`src/rtl/dac_spi_pkg.sv`:
```
// rtl/dac_spi_pkg.sv - shared state encoding, frame layout and command codes for the DAC SPI arbiter
package dac_spi_pkg;

    typedef enum logic [2:0] {
        ST_INIT  = 3'd0,
        ST_IDLE  = 3'd1,
        ST_ISSUE = 3'd2,
        ST_WAIT  = 3'd3,
        ST_GAP   = 3'd4
    } state_e;

    localparam int CMD_W    = 4;
    localparam int ADDR_W   = 4;
    localparam int DATA_W   = 12;
    localparam int FRAME_W  = 32;

    // Field offsets inside the 32-bit frame {8'h00, cmd, addr, data, 4'h0}
    localparam int CMD_LSB  = 20;
    localparam int ADDR_LSB = 16;
    localparam int DATA_LSB = 4;

    // One shared phase counter covers reset hold, WAIT timeout and GAP
    localparam int CNT_W    = 16;

    localparam logic [CMD_W-1:0] CMD_WRITE_UPDATE = 4'b0011;
    localparam logic [CMD_W-1:0] CMD_POWER_DOWN   = 4'b0100;

    function automatic logic [FRAME_W-1:0] build_frame(
        input logic [CMD_W-1:0]  cmd,
        input logic [ADDR_W-1:0] addr,
        input logic [DATA_W-1:0] data
    );
        logic [FRAME_W-1:0] f;
        f = '0;
        f[CMD_LSB  +: CMD_W]  = cmd;
        f[ADDR_LSB +: ADDR_W] = addr;
        f[DATA_LSB +: DATA_W] = data;
        return f;
    endfunction

    function automatic logic [CNT_W-1:0] sat_inc(input logic [CNT_W-1:0] v);
        return (v == {CNT_W{1'b1}}) ? v : v + CNT_W'(1);
    endfunction

endpackage

```
`src/rtl/rr_arbiter2.sv`:
```
// rtl/rr_arbiter2.sv - two-way round-robin selector, the requester not granted last wins a tie
module rr_arbiter2 (
    input  logic       clk,
    input  logic       rst_n,
    input  logic [1:0] req,
    input  logic       advance,
    output logic [1:0] gnt
);

    // Index of the most recent grant; starts at 1 so requester 0 wins the first tie
    logic last_q;

    // Combinational pick: single requester wins outright, a tie goes to the other side of last_q
    always_comb begin
        gnt = req;
        if (req == 2'b11) begin
            gnt = last_q ? 2'b01 : 2'b10;
        end
    end

    // Remember the winner only when the caller actually commits the grant
    always_ff @(posedge clk or negedge rst_n) begin
        if (!rst_n) begin
            last_q <= 1'b1;
        end else if (advance && (gnt != 2'b00)) begin
            last_q <= gnt[1];
        end
    end

endmodule

```
`src/rtl/dac_spi_arbiter.sv`:
```
// rtl/dac_spi_arbiter.sv - arbitrates two DAC writers onto one SPI master with reset hold, gap and timeout
module dac_spi_arbiter
    import dac_spi_pkg::*;
#(
    parameter int RESET_HOLD = 16,
    parameter int GAP_CYCLES = 4,
    parameter int TIMEOUT    = 1024
) (
    input  logic               clk,
    input  logic               reset,
    input  logic               req0,
    input  logic               req1,
    input  logic [CMD_W-1:0]   cmd0,
    input  logic [CMD_W-1:0]   cmd1,
    input  logic [ADDR_W-1:0]  addr0,
    input  logic [ADDR_W-1:0]  addr1,
    input  logic [DATA_W-1:0]  data0,
    input  logic [DATA_W-1:0]  data1,
    output logic               gnt0,
    output logic               gnt1,
    output logic [FRAME_W-1:0] toSPI,
    output logic               toEnable,
    output logic               toReset,
    input  logic               spi_busy,
    input  logic               spi_done,
    output logic               busy,
    output logic               err_timeout
);

    // Terminal counts: each phase ends on the cycle its counter shows the last value
    localparam logic [CNT_W-1:0] HOLD_LAST = CNT_W'(RESET_HOLD - 1);
    localparam logic [CNT_W-1:0] GAP_LAST  = CNT_W'(GAP_CYCLES - 1);
    localparam logic [CNT_W-1:0] TO_LAST   = CNT_W'(TIMEOUT - 1);

    state_e             state_q, state_d;
    logic [CNT_W-1:0]   cnt_q, cnt_d;
    logic [FRAME_W-1:0] frame_q, frame_d;
    logic               winner_q, winner_d;
    logic               err_q, err_d;
    logic [1:0]         arb_gnt;
    logic               arb_advance;

    rr_arbiter2 u_arb (
        .clk     (clk),
        .rst_n   (reset),
        .req     ({req1, req0}),
        .advance (arb_advance),
        .gnt     (arb_gnt)
    );

    // State, counter, latched frame, winner and sticky timeout flag
    always_ff @(posedge clk or negedge reset) begin
        if (!reset) begin
            state_q  <= ST_INIT;
            cnt_q    <= '0;
            frame_q  <= '0;
            winner_q <= 1'b0;
            err_q    <= 1'b0;
        end else begin
            state_q  <= state_d;
            cnt_q    <= cnt_d;
            frame_q  <= frame_d;
            winner_q <= winner_d;
            err_q    <= err_d;
        end
    end

    // Next-state: hold reset, grant from IDLE, pulse ISSUE, wait for done or time out, then gap
    always_comb begin
        state_d     = state_q;
        cnt_d       = cnt_q;
        frame_d     = frame_q;
        winner_d    = winner_q;
        err_d       = err_q;
        arb_advance = 1'b0;
        unique case (state_q)
            ST_INIT: begin
                if (cnt_q == HOLD_LAST) begin
                    state_d = ST_IDLE;
                    cnt_d   = '0;
                end else begin
                    cnt_d = sat_inc(cnt_q);
                end
            end
            ST_IDLE: begin
                if ((req0 || req1) && !spi_busy) begin
                    arb_advance = 1'b1;
                    winner_d    = arb_gnt[1];
                    frame_d     = arb_gnt[1] ? build_frame(cmd1, addr1, data1)
                                             : build_frame(cmd0, addr0, data0);
                    state_d     = ST_ISSUE;
                end
            end
            ST_ISSUE: begin
                state_d = ST_WAIT;
                cnt_d   = '0;
            end
            ST_WAIT: begin
                if (spi_done) begin
                    state_d = ST_GAP;
                    cnt_d   = '0;
                end else if (cnt_q == TO_LAST) begin
                    // Abort: the SPI side is re-reset through a full INIT
                    err_d   = 1'b1;
                    state_d = ST_INIT;
                    cnt_d   = '0;
                end else begin
                    cnt_d = sat_inc(cnt_q);
                end
            end
            ST_GAP: begin
                if (cnt_q == GAP_LAST) begin
                    state_d = ST_IDLE;
                    cnt_d   = '0;
                end else begin
                    cnt_d = sat_inc(cnt_q);
                end
            end
            default: begin
                state_d = ST_INIT;
                cnt_d   = '0;
            end
        endcase
    end

    // Outputs decode straight from registered state so reset forces them without glitches
    always_comb begin
        toEnable    = (state_q == ST_ISSUE);
        gnt0        = (state_q == ST_ISSUE) && !winner_q;
        gnt1        = (state_q == ST_ISSUE) && winner_q;
        toReset     = (state_q == ST_INIT);
        busy        = (state_q != ST_IDLE);
        toSPI       = frame_q;
        err_timeout = err_q;
    end

endmodule

```
`config.mk`:
```
export PLATFORM = sky130hd
export DESIGN_NAME = dac_spi_arbiter
export DESIGN_NICKNAME = d
export VERILOG_FILES = /design/src/rtl/dac_spi_pkg.sv /design/src/rtl/rr_arbiter2.sv /design/src/rtl/dac_spi_arbiter.sv
export SDC_FILE = /design/constraint.sdc
export NUM_CORES = 1
export LEC_CHECK = 0
export ABC_AREA = 1
export ABC_CLOCK_PERIOD_IN_PS = 1660
export CAP_MARGIN = 25
export CORE_UTILIZATION = 57
export DETAILED_ROUTE_END_ITERATION = 6
export DONT_BUFFER_PORTS = 1
export HOLD_SLACK_MARGIN = 0.15
export PLACE_DENSITY = 0.75
export SLEW_MARGIN = 0
export SYNTH_ARGS = -nofsm -noshare
export SYNTH_HDL_FRONTEND = slang
export SYNTH_SLANG_ARGS = --single-unit
export TNS_END_PERCENT = 30
```
`constraint.sdc`:
```
create_clock -name clk -period 1.66 [get_ports clk]
set_clock_uncertainty 0.1 [all_clocks]
set_input_delay 0.415 -clock clk [delete_from_list [all_inputs] [get_ports clk]]
set_output_delay 0.415 -clock clk [all_outputs]
set_load 0.05 [all_outputs]
```
Yosys cells after proc, flatten, opt, wreduce, memory -nomap -nowiden

Cells that the tools add are included.

Register bits after elaboration: 54
Output and inout bits: 38
Input bits: 46
Word-level logic and storage cells: 51

Reduce and logical (&&, ||, !) cells: 12
Bitwise logic cells: 1
Equal/unequal tests: 14
Add/sub/neg operators: 1
Mux-type cells: 17

Operators with widths:

| cell                                                               | count |
|---|---|
| 16-bit 2-to-1 mux                                                  | 5 |
| 16-bit case mux with 4 select lines                                | 1 |
| 24-bit 2-to-1 mux                                                  | 1 |
| 16-bit by 1-bit adder with 16-bit output (second input constant)   | 1 |
| 16-bit by 10-bit == test with 1-bit output (second input constant) | 1 |
| 16-bit == test (second input constant)                             | 1 |
| 16-bit by 2-bit == test with 1-bit output (second input constant)  | 1 |
| 16-bit by 4-bit == test with 1-bit output (second input constant)  | 1 |
| 3-bit 2-to-1 mux                                                   | 5 |
| 3-bit case mux with 5 select lines                                 | 1 |
| 3-bit by 2-bit == test with 1-bit output (second input constant)   | 2 |
| 1-bit logical AND                                                  | 4 |
| 2-bit 2-to-1 mux                                                   | 2 |
| 2-bit != test (second input constant)                              | 2 |
| 4-bit AND reduction                                                | 1 |
| 3-bit by 1-bit == test with 1-bit output (second input constant)   | 1 |
| 3-bit == test (second input constant)                              | 1 |
| 3-bit zero test                                                    | 1 |
| 3-bit by 1-bit != test with 1-bit output (second input constant)   | 1 |
| 3-bit != test (second input constant)                              | 1 |
| 3-bit AND reduction                                                | 1 |
| 2-bit == test (second input constant)                              | 1 |
| 1-bit zero test                                                    | 2 |
| 1-bit 2-to-1 mux                                                   | 2 |
| other kinds (5)                                                    | 5 |

Logic depth before layout (Yosys ltp)

Gate-level depths: netlist (run 1).

Depth after elaboration: 5
Gate-level depth with buffers: 10
Mapped depth without buffers: 10

Modules after synthesis

A second synthesis (run 1) with hierarchy kept.

Cells, all modules: 341
Area, all modules: 2,471.1 um2

By module, submodules not included:

| module          | area an instance (um2) | instances | cells an instance | sequential area each (um2) |
|---|---|---|---|---|
| dac_spi_arbiter | 2,409.8                | 1         | 333               | 1,026.0 |
| rr_arbiter2     | 61.3                   | 1         | 8                 | 26.3 |

Worst setup path after synthesis (run 1)

OpenSTA, ideal clock, no wires.

Path kind: flip-flop to output port
From: reg state_q[0]
To: out gnt0
Cell stages (with the launch flop): 4
Setup slack: -1,291 ps
Buffers on the path: 0
Arrival: 2,436 ps
Cell sequence: dfrtp_1 -> nor3_1 -> inv_1 -> nor2_1

Word-level cells in the longest chain between the ends: 2

RTL lines:

| element                                  | RTL line               | text |
|---|---|---|
| start: declaration                       | dac_spi_arbiter.sv:35  | `state_e state_q, state_d;` |
| start signal: assignment                 | dac_spi_arbiter.sv:60  | `state_q <= state_d;` |
| 3-bit by 2-bit == test with 1-bit output | --                     |  |
| via toEnable                             | dac_spi_arbiter.sv:22  | `output logic toEnable,` |
| 1-bit logical AND                        | dac_spi_arbiter.sv:129 | `gnt0 = (state_q == ST_ISSUE) && !winner_q;` |
| end: declaration                         | dac_spi_arbiter.sv:19  | `output logic gnt0,` |

The timed path passes the listed nets, and every way through them passes these cells.

Final worst setup path (run 1)

From: reg state_q[0]
To: out gnt1

Word-level cells in the longest chain between the ends: 2

RTL lines:

| element                                  | RTL line               | text |
|---|---|---|
| 3-bit by 2-bit == test with 1-bit output | dac_spi_arbiter.sv:130 | `gnt1 = (state_q == ST_ISSUE) && winner_q;` |
| 1-bit logical AND                        | dac_spi_arbiter.sv:130 |  |
| end: declaration                         | dac_spi_arbiter.sv:20  | `output logic gnt1,` |

No other way between the ends.

==> results of run 1 <==
## per-stage QoR
step,hold WS (ns),setup TNS [ns]
4_1_cts,0.1603,-0.5271
6_report,0.1625,-0.5460
2_1_floorplan,0.01941,-1.247
3_5_place_dp,0.02024,-0.07129
3_3_place_gp,0.02063,0
5_1_grt,0.1546,-1.274
## cell families (layout without fill, tap and decap cells)
kind of cell / count (synthesis) / count (layout) / share of synthesized area [%]
AOI/OAI and AO/OA: 31 / 31 / 7.500
other: 1 / 12 / 0.1499
xor gates and xnor gates: 8 / 8 / 2.800
DFF: 42 / 42 / 42.05
and+or+nand+nor: 223 / 224 / 37.45
adders and majority gates: 1 / 1 / 0.4999
buffers and inverters: 47 / 59 / 9.550
## critical path: cells and delay by family, from the launching register on
family,cells,cell delay [ns]
DFF,1,0.44
and+or+nand+nor,2,0.34
buffers and inverters,2,0.23
## sequential cells by signal, summed over array words and instances, names as in the netlist
register	flops
toSPI	20
err_timeout	1
cnt_q	16
state_q	3
winner_q	1
u_arb.last_q	1
## report_power, final
group | switching (W) | internal [W] | total (W)
clock | 0.000352 | 0.000641 | 0.000993
combinational | 0.00116 | 0.000717 | 0.00188
sequential | 0.00116 | 0.00136 | 0.00251
total | 0.00267 | 0.00272 | 0.00538
## cells in the final DEF (no fill, tap or decap), types with 4 or more instances in the layout
master,n
nand2_1,131
nor2_1,47
dfrtp_1,35
a31oi_1,21
buf_4,20
inv_1,18
conb_1,12
nand3_1,11
nand2_2,10
o21ai_0,8
nor2_4,7
xor2_1,6
clkbuf_8,6
dfrtp_2,6
nand3_4,5
nor2_2,5
buf_12,4
## path summary, 6_finish.rpt
check	endpoint	slack [ns]	depth (start not counted)	start
setup / recovery	gnt1	-0.17	4	state_q[0]
hold / removal	toSPI[10]	0.16	2	data1[6]
setup reg to reg	cnt_q[10]	0.03	8	cnt_q[0]
hold reg to reg	u_arb.last_q	0.39	2	u_arb.last_q
max in group asynchronous	u_arb.last_q	0.70	2	reset
min in group asynchronous	cnt_q[14]	0.50	2	reset
## what timing repair did
item                                   4_1_cts  5_1_grt
hold buffers                                 2        0
setup endpoints to repair                    9       21
endpoints found under the hold margin       42        0
pin swaps                                    2        6
buffers inserted                             2        3
gates cloned                                 0        1
gates resized for setup                     11       27
## layout make-up
| class | count | share of cell area (%) |
|---|---|---|
| clock buffer | 6 | 2.728 |
| clock inverter | 2 | 1.984 |
| tap | 50 | 2.067 |
| multi-input combinational | 276 | 45.80 |
| inverter | 23 | 3.100 |
| timing repair buffer | 28 | 9.301 |
| sequential | 42 | 35.01 |
## per-layer routing
layer  global-route usage, %  vias to the layer above
met1                   30.44                     1008
li1                        -                     1134
met4                   10.68                        0
met2                   42.16                       95
met5                       0                        -
met3                   6.667                        8
==> impl_metrics.json, run 1 <==
{
  "synth_top_cell_by_area": "dfrtp_1",
  "post-route-drc-count": 0,
  "rsz0062_at_grt": "true",
  "vdd_drop_max_mv": 1.079,
  "ys_top_cells_by_count": "138 x nand2_1, 57 x nor2_1, 41 x dfrtp_1",
  "die_w_um": 68.26,
  "syn_to_final_growth_pct": 20.95,
  "crit_required_ns": 1.14,
  "place_inst": 411,
  "vias": 2245,
  "worstSkewPairLatency_ns": 0.30,
  "grt_pass1_wl_um": 8569,
  "drv_slew": 0,
  "final_hold_viol_count": 0,
  "port_buffers": 0,
  "drt-met1-wl_um": 2503,
  "setup_slack_ns": -0.1690,
  "cp_slowest_cell": "dfrtp_2",
  "numCtsBuffers": 5,
  "async_flop_share_pct": 100.0,
  "relSlewSlack_pct": 61.81,
  "leakage_nw": 1.485,
  "core_area_mm2": 0.004115,
  "synth.area.top_cells": "dfrtp_1 41%, nand2_1 21%, nor2_1 8.5%",
  "die_h_um": 68.26,
  "synth_cell_type_count": 30,
  "syn_avg_cell_area_um2": 7.089,
  "ys_ff_latch": 42,
  "synth-edff-count": 0,
  "outcome": "finished with violations",
  "cts_buffer_depth": 2,
  "htree_num_levels": 2,
  "layout.cells.non_filler": 427,
  "synth_most_common_cell": "nand2_1",
  "grt_usage_pct": 25.23,
  "antenna_found_initial": 0,
  "seq_area_frac_synth_pct": 42.05,
  "yosys_warnings": 0,
  "met3_length_um": 372,
  "fmax_mhz": 546.7,
  "cp.arrival_ns": 1.31,
  "vias_per_cell": 5.258,
  "dr_wl_met2_um": 2835,
  "drive_above_1_share_pct": 21.49,
  "synth_top_area_share_pct": 41.00,
  "postPlaceCellArea_mm2": 0.002683,
  "firstDrtPassIters": 4,
  "tritoncts": "done",
  "rows": 23,
  "worstPathMaxFanout": 3,
  "multiInputGateArea_mm2": 0.001386,
  "nFillCells": 319,
  "nets": 423,
  "post-place-ws_ns": -0.03874,
  "end_kind": "output pin",
  "fin_util_pct": 73.55,
  "synth_top_flop_cell": "dfrtp_1",
  "failed_checks": "negative setup slack",
  "synthCells": 353,
  "clock-root-buffer": "clkbuf_8",
  "grt_max_degree": 43,
  "dieArea_mm2": 0.004659,
  "crit_type": "flop to output pin",
  "worstPathCellList": "nor3_4 > inv_2 > nor2_4 > buf_12",
  "cpPeakStageDelay_ns": 0.44,
  "dp_hpwl_um": 3843,
  "fin_crit_sh_pct": 110.2,
  "final_design_area_no_fill_mm2": 0.003027,
  "wl_um": 5789,
  "p_total_w": 0.005384,
  "start_kind": "flop",
  "io_pins": 84,
  "setup_viol": 5,
  "drtIter0Drc": 120,
  "highest_layer": "met4",
  "ant_nets": 0,
  "antenna_cells": 0,
  "seqCellArea_mm2": 0.001060,
  "clk_pin_slew_worst_paths_ns": 0.08,
  "wire_per_inst_um": 13.56,
  "grt_overflow_total": 0,
  "worstMarginPinSlew_ns": 0.5721,
  "powerDensity_mw_per_mm2": 1779,
  "drv_cap": 0,
  "start_util_pct": 60.81,
  "gp_congestion": 0.8504,
  "cts_sinks": 42,
  "grt_pass1_vias": 2049,
  "period_minus_slack_ns": 1.829,
  "synth_area_mm2": 0.002502,
  "worstHoldPathType": "primary input to flop"
}
(Power assumes the default switching activity.)
==> inputs of run 2 (changes only) <==
--- a/config.mk
+++ b/config.mk
@@ -13,6 +13,7 @@
 export DONT_BUFFER_PORTS = 1
 export HOLD_SLACK_MARGIN = 0.15
 export PLACE_DENSITY = 0.75
+export RECOVER_POWER = 50
 export SLEW_MARGIN = 0
 export SYNTH_ARGS = -nofsm -noshare
 export SYNTH_HDL_FRONTEND = slang
==> impl_metrics.json, run 2 (synthesized netlist as in run 1, its figures left out) <==
{
  "gp_congestion": 0.8504,
  "final_cell_mix": "131 x nand2_1, 48 x nor2_1, 36 x dfrtp_1, 21 x a31oi_1, 20 x buf_4",
  "failed_checks": "design-rule violations, negative setup slack",
  "setup_slack_ns": -0.1665,
  "nets": 423,
  "worstPathMaxFanout": 3,
  "tritoncts": "done",
  "outcome": "finished with violations",
  "nFillCells": 323,
  "vdd_drop_max_mv": 1.080,
  "met1_usage_pct": 30.44,
  "wl_um": 5805,
  "vias_per_cell": 5.288,
  "mostFrequentLayoutCell": "nand2_1",
  "drv_slew": 0,
  "ant_nets": 0,
  "syn_to_final_growth_pct": 20.30,
  "grt_usage_pct": 25.23,
  "setup_viol": 5,
  "start_util_pct": 60.81,
  "io_pins": 84,
  "drtIter0Drc": 133,
  "worstMarginPinSlew_ns": 0.5727,
  "grt_pass1_vias": 2049,
  "antenna_found_initial": 0,
  "drv_cap": 0,
  "grt_overflow_total": 0,
  "cp.arrival_ns": 1.31,
  "layout.cells.non_filler": 427,
  "leakage_nw": 1.482,
  "firstDrtPassIters": 6,
  "die_h_um": 68.26,
  "crit_type": "flop to output pin",
  "numCtsBuffers": 5,
  "start_kind": "flop",
  "crit_required_ns": 1.14,
  "end_kind": "output pin",
  "antenna_cells": 0,
  "port_buffers": 0,
  "dieArea_mm2": 0.004659,
  "grt_max_degree": 43,
  "groute.layer.met3.usage_pct": 6.667,
  "grt_pass1_wl_um": 8569,
  "relSlewSlack_pct": 61.82,
  "reg2reg_slack_ns": 0.01,
  "clk_pin_slew_worst_paths_ns": 0.08,
  "clock-root-buffer": "clkbuf_8",
  "rsz0062_at_grt": "true",
  "largest_register_ffs": 20,
  "dp_hpwl_um": 3843,
  "vias": 2258,
  "rows": 23,
  "core_area_mm2": 0.004115,
  "finalSetupTns_ns": -0.5247,
  "gr-usage-met2_pct": 42.16,
  "worstSkewPairLatency_ns": 0.29,
  "wire_per_inst_um": 13.59,
  "post-route-drc-count": 1,
  "p_total_w": 0.005379,
  "period_minus_slack_ns": 1.826,
  "die_w_um": 68.26,
  "fmax_mhz": 547.5,
  "final_hold_viol_count": 0,
  "fin_crit_sh_pct": 110.0,
  "top_usage_layer": "met2",
  "htree_num_levels": 2,
  "cts_buffer_depth": 2,
  "fin_hold_ws_ns": 0.1703,
  "powerDensity_mw_per_mm2": 1787,
  "place_inst": 411,
  "worstHoldPathType": "primary input to flop",
  "cts_sinks": 42,
  "post-place-ws_ns": -0.03874,
  "drive_above_1_share_pct": 20.95
}
==> run 2: final timing paths <==
| check | depth (start not counted) | start | end |
|---|---|---|---|
| worst min register to register | 2 | u_arb.last_q | u_arb.last_q |
| max in group asynchronous | 2 | reset | cnt_q[7] |
| worst max-delay path | 4 | state_q[0] | gnt1 |
| min in group asynchronous | 2 | reset | cnt_q[14] |
| worst min-delay path | 2 | data1[6] | toSPI[10] |
| worst max register to register | 9 | cnt_q[4] | cnt_q[9] |
==> run 2: layer usage <==
layer,vias to the layer above,wire length [µm]
met1,1022,2532
met3,2,340
met4,0,30
met2,100,2902
li1,1134,-
met5,-,0
==> run 2: report_power, final <==
part	internal [W]	leakage, nW	switching (W)
sequential	0.00136	0.511	0.00116
combinational	0.000717	0.900	0.00116
clock	0.000641	0.0714	0.000346
total	0.00272	1.48	0.00266
==> run 2: metrics by stage <==
| step | util [%] | instance area (µm²) |
|---|---|---|
| 2_1_floorplan | - | 2577 |
| 3_3_place_gp | 65.19 | 2683 |
| 3_5_place_dp | 65.19 | 2683 |
| 4_1_cts | 70.60 | 2905 |
| 5_1_grt | 73.15 | 3010 |
| 6_report | 73.15 | 3010 |
==> run 2: cell type report <==
cell class | instances | area, µm² | share of cell area (%)
multi-input cells | 276 | 1384 | 45.97
flip-flops and latches | 42 | 1059 | 35.16
repair buffers | 28 | 269.0 | 8.936
inverters | 23 | 93.84 | 3.117
clock buffers | 6 | 82.58 | 2.743
well taps | 50 | 62.56 | 2.078
clock inverters | 2 | 60.06 | 1.995
==> run 2: what timing repair did <==
action | in CTS | in global routing
endpoints found under the setup margin | 9 | 21
gates cloned | 0 | 1
resized for setup | 11 | 27
buffers inserted | 2 | 3
pin swaps | 2 | 6
hold endpoints to repair | 42 | 0
hold buffers | 2 | 0
==> run 2: worst max-delay path: stages (launching register included) <==
cell,delay (ns)
dfrtp_2,0.44
nor3_4,0.23
inv_2,0.09
nor2_4,0.11
buf_12,0.14
==> inputs of run 3 (changes only) <==
--- a/config.mk
+++ b/config.mk
@@ -7,7 +7,7 @@
 export LEC_CHECK = 0
 export ABC_AREA = 1
 export ABC_CLOCK_PERIOD_IN_PS = 1660
-export CAP_MARGIN = 25
+export CAP_MARGIN = 20
 export CORE_UTILIZATION = 57
 export DETAILED_ROUTE_END_ITERATION = 6
 export DONT_BUFFER_PORTS = 1
==> results of run 3 <==
Final layout, timing and power as in run 2 (identical DEF).
